==> config.mk <==
export PLATFORM = sky130hd
export DESIGN_NAME = dmem_arbiter
export DESIGN_NICKNAME = d
export VERILOG_FILES = /design/src/rtl/mem_pkg.sv /design/src/rtl/dmem_arbiter_starve_counter.sv /design/src/rtl/dmem_arbiter.sv
export SDC_FILE = /design/constraint.sdc
export NUM_CORES = 1
export LEC_CHECK = 0
export BUFFER_PORTS_ARGS = -buffer_cell sky130_fd_sc_hd__buf_2
export CORE_AREA = 2 2 94 96
export CTS_CLUSTER_DIAMETER = 100
export CTS_CLUSTER_SIZE = 10
export DETAILED_ROUTE_END_ITERATION = 12
export DIE_AREA = 0 0 96 98
export PLACE_DENSITY = 0.67
export SYNTH_ARGS = -nofsm -noshare
export SYNTH_HDL_FRONTEND = slang
export SYNTH_SLANG_ARGS = --single-unit
==> constraint.sdc <==
create_clock -name clk -period 1.6 [get_ports clk]
set_input_delay 0.4 -clock clk [delete_from_list [all_inputs] [get_ports clk]]
set_output_delay 0.4 -clock clk [all_outputs]
set_load 0.05 [all_outputs]
==> src/rtl/mem_pkg.sv <==
// Shared data-memory types: access width, arbiter grant encoding, and default sizes.
package mem_pkg;

  localparam int DMemAddrWidth      = 12;
  localparam int DefaultStarveLimit = 4;

  typedef enum logic [1:0] {
    MEM_BYTE = 2'd0,
    MEM_HALF = 2'd1,
    MEM_WORD = 2'd2
  } mem_width_t;

  typedef enum logic {
    GRANT_CORE = 1'b0,
    GRANT_EXT  = 1'b1
  } arb_grant_t;

endpackage

==> src/rtl/dmem_arbiter_starve_counter.sv <==
// Saturating 4-bit count of consecutive cycles the external requester was refused.
module starve_counter (
  input  logic       clk,
  input  logic       reset,
  input  logic       clear,
  input  logic       inc,
  input  logic [3:0] limit,
  output logic       hit
);

  logic [3:0] count_reg;
  logic [3:0] count_next;

  always_comb begin
    count_next = count_reg;
    if (clear) begin
      count_next = '0;
    end else if (inc && (count_reg != limit)) begin
      count_next = count_reg + 4'd1;
    end
  end

  always_ff @(posedge clk or negedge reset) begin
    if (!reset) begin
      count_reg <= '0;
    end else begin
      count_reg <= count_next;
    end
  end

  assign hit = (count_reg == limit);

endmodule

==> src/rtl/dmem_arbiter.sv <==
// Shares the single dmem port between the core and an external requester.
// Define DMEM_ARB_STARVE_EN to let a starved external requester force one grant.
module dmem_arbiter
  import mem_pkg::*;
#(
  parameter int AddrWidth   = DMemAddrWidth,
  parameter int StarveLimit = DefaultStarveLimit
) (
  input  logic                 clk,
  input  logic                 reset,
  input  logic                 core_req,
  input  logic                 core_we,
  input  mem_width_t           core_width,
  input  logic [AddrWidth-1:0] core_addr,
  input  logic [31:0]          core_wdata,
  output logic [31:0]          core_rdata,
  output logic                 core_stall,
  input  logic                 ext_valid,
  output logic                 ext_ready,
  input  logic                 ext_we,
  input  mem_width_t           ext_width,
  input  logic [AddrWidth-1:0] ext_addr,
  input  logic [31:0]          ext_wdata,
  output logic                 ext_rsp_valid,
  output logic [31:0]          ext_rdata,
  output logic                 mem_we,
  output mem_width_t           mem_width,
  output logic [AddrWidth-1:0] mem_addr,
  output logic [31:0]          mem_wdata,
  input  logic [31:0]          mem_rdata,
  output logic                 grant_ext
);

  arb_grant_t  grant;
  logic        starve_hit;
  logic        ext_xfer;
  logic        rsp_valid_reg;
  logic [31:0] ext_rdata_reg;

`ifdef DMEM_ARB_STARVE_EN
  // Counter clears on every transfer, so a forced grant can never repeat back to back.
  starve_counter u_starve_counter (
    .clk   (clk),
    .reset (reset),
    .clear (!ext_valid || ext_xfer),
    .inc   (ext_valid && !ext_xfer),
    .limit (4'(StarveLimit)),
    .hit   (starve_hit)
  );
`else
  // StarveLimit is never 0 (legal range 1..15), so this ties the hit low.
  assign starve_hit = (StarveLimit == 0);
`endif

  always_comb begin
    grant = GRANT_CORE;
    if (ext_valid && (!core_req || starve_hit)) begin
      grant = GRANT_EXT;
    end
  end

  assign grant_ext = (grant == GRANT_EXT);
  assign ext_ready = grant_ext;
  assign ext_xfer  = ext_valid && ext_ready;

`ifdef DMEM_ARB_STARVE_EN
  assign core_stall = core_req && grant_ext;
`else
  assign core_stall = 1'b0;
`endif

  always_comb begin
    mem_we    = 1'b0;
    mem_width = core_width;
    mem_addr  = core_addr;
    mem_wdata = core_wdata;
    if (grant == GRANT_EXT) begin
      mem_we    = ext_we;
      mem_width = ext_width;
      mem_addr  = ext_addr;
      mem_wdata = ext_wdata;
    end else if (core_req) begin
      mem_we = core_we;
    end
  end

  assign core_rdata = mem_rdata;

  // Writes pulse the response too, but leave the last read data in place.
  always_ff @(posedge clk or negedge reset) begin
    if (!reset) begin
      rsp_valid_reg <= 1'b0;
      ext_rdata_reg <= '0;
    end else begin
      rsp_valid_reg <= ext_xfer;
      if (ext_xfer && !ext_we) begin
        ext_rdata_reg <= mem_rdata;
      end
    end
  end

  assign ext_rsp_valid = rsp_valid_reg;
  assign ext_rdata     = ext_rdata_reg;

endmodule

==> summary.txt <==
Run status
  – Run status: finished with violations
  – Violations in the final reports: negative setup slack

Synth
  – Synth top area share: 40.91%
  – Area leader, netlist: mux2_2
  – Syn Area/Cell: 13.24 sq um
  – Cell area after synthesis: 2092 sq um
  – Top_reg_cell synth: dfrtp_1
  – Top-count cell post-synth: mux2_2
  – Mapped Nets: 288
  – Synth cell count leaders: mux2_2 (76), buf_4 (34), dfrtp_1 (33), buf_6 (7), mux2_1 (2)
  – Ys async rst share: 100.0%
  – Post-synth EDFFs: 0
  – Register area share after synthesis: 39.47%
  – YS warnings: 0
  – Synth Instances: 158
  – Flops & latches, synth: 33
  – Unique masters post-synth: 11
  – Top area cells in the synthesized netlist: mux2_2 (41%), dfrtp_1 (39%), buf_4 (12%)

Routing
  – Final wirelength: 7423 um
  – Final ANT Viol Nets: 0
  – Post-route DRC violation count: 0
  – Met2 wire length: 4069 um
  – DR top layer: met4
  – Vias per Instance: 4.192
  – Vias: 2,050
  – TritonRoute pass-1 iters: 4
  – Met3 Routed Length: 722 um
  – DRT met1 WL: 2408 um
  – Initial DRC count: 29
  – Wire per inst: 15.18 um

Clocking
  – Clock buffer depth: 2
  – TritonCTS clock tree: done
  – Clock buffer count from CTS: 5
  – Clock root buffer: clkbuf_8
  – H-tree depth: 2
  – Worst-path clk slew: 0.07 ns
  – Worst skew pair latency: 0.27 ns
  – Cts hold-fix bufs: 0
  – Clock sink count: 33
  – Post-CTS Setup Bufs: 0

GRT
  – Number of global-route vias before repair: 2,098
  – Number of antenna violations at the first check in global routing: 0
  – GR Overflow Total: 0
  – Largest net degree at the start of global routing: 34
  – GRT Total Usage: 14.26%
  – First-pass GRT wire length: 10,170 um

Worst setup path
  – CP dominant cell by count: buf_6
  – Critical path peak fanout: 10
  – Crit start category: input pin
  – WS Path Type: input pin to output port
  – Data arrival, critical path: 1.35 ns
  – Slowest cell delay on critical path: 0.31 ns
  – Crit end category: output port
  – Crit path max-delay family: buffers and inverters
  – R2r setup slk: 0.84 ns
  – Slowest-stage cell, CP: mux2_4
  – CP required: 1.20 ns
  – WP buf/inv: 3
  – Critical-path cell list: buf_6, nand2b_4, clkbuf_16, mux2_4, buf_6

Floorplanning
  – Initial Util: 24.71%
  – DIE AREA: 9408 sq um
  – Core area: 8466 sq um
  – Die X: 96 um
  – Die H: 98 um
  – Row cnt: 34
  – Top Ports: 245

STA
  – RSZ-0062 raised after global routing: yes
  – Final WS setup: -0.1541 ns
  – Hold Violations, Final: 0
  – Final period util: 109.6%
  – Final setup fails: 49
  – Slew headroom: 53.82%
  – Layout Skew: 0 ns
  – Slew Limit Fails: 0
  – Maximum clock frequency: 570.1 MHz
  – Worst-Margin Slew: 0.6927 ns
  – Final min period: 1.754 ns

Power and ir drop
  – Leakage: 2.185 nW
  – Power Density: 959.4 nW/um^2
  – Power, Total: 3.816 mW
  – Maximum vdd drop: 327.3 uV

Final layout
  – Antenna cells: 0
  – Final core utilization: 46.98%
  – Area Growth Syn to Fin: 90.13%
  – Total Nets Final: 510
  – Layout cells sized above 1: 90.55%
  – Final Instance Count excl. Fillers: 489
  – Max FFs per register: 32

Place
  – Placed instance count: 475
  – Setup WS pre-CTS: -0.2096 ns
  – PortBufs: 243
  – DP HPWL: 5801 um
  – RePlAce Congestion: 0.8759

Run
  – Max-cap viol count: 0

Hold path
  – Worst hold path type: input pin to asynchronous set/reset pin
## report_power, final
part	switching, mW	internal, mW
Sequential	0.0654	0.989
Clock	0.286	0.299
Combinational	1.42	0.760
Total	1.77	2.05
## routing by layer
metal / track usage [%] / up-vias
met1: 13.94 / 919
met2: 27.08 / 150
li1: - / 966
met4: 6.044 / 0
met5: 0 / -
met3: 4.012 / 15
## placed cells by master, fill, tap and decap left out, drive strengths merged
cell	n
dfrtp	33
mux2	78
conb	1
clkinvlp	2
nand2b	2
clkbuf	9
buf	252
clkinv	2
nor3b	1
a22o	1
## area by class of cell
cell class / count / area (sq um)
fill: 794 / 4488
clock inverter: 3 / 17.52
tap: 108 / 135.1
clock buffer: 5 / 68.82
sequential: 33 / 825.8
timing repair buffer: 256 / 1823
multi-input combinational: 83 / 1100
inverter: 1 / 7.507
## path summary, 6_finish.rpt
kind	startpoint	depth (start not counted)	end
worst max register to register	ext_rdata[31]	1	ext_rdata[31]
max in group asynchronous	reset	1	ext_rdata[18]
worst min register to register	ext_rdata[26]	1	ext_rdata[26]
worst max-delay path	core_req	5	mem_wdata[19]
min in group clk	mem_rdata[7]	2	ext_rdata[7]
worst min-delay path	reset	1	ext_rdata[7]
## cell families (layout without fill, tap and decap cells)
group	Yosys count	count (layout)	synth area share (%)
AND/OR/NAND/NOR	2	3	1.555
AO/OA/AOI/OAI	1	1	0.4187
other	1	1	0.1793
flip-flops	33	33	39.47
buffers and inverters	43	265	16.39
multiplexers	78	78	41.99
## timing repair
item                                   CTS  global route
cloned                                   0             6
resized for setup                      104            41
pin swaps                                0             1
setup endpoints to repair               49            49
endpoints found under the hold margin    0             0
## per-stage QoR
step	instance area [sq um]	hold slack, ns	setup TNS [ns]
floorplan	2183	0.1044	-0.6067
global placement	3289	0.4640	-7.700
detailed placement	3289	0.4773	-8.632
CTS	3707	0.1912	-5.754
global route	3978	0.2256	-6.857
finish	3978	0.1643	-5.758
Power figures use the tool's default switching activity.
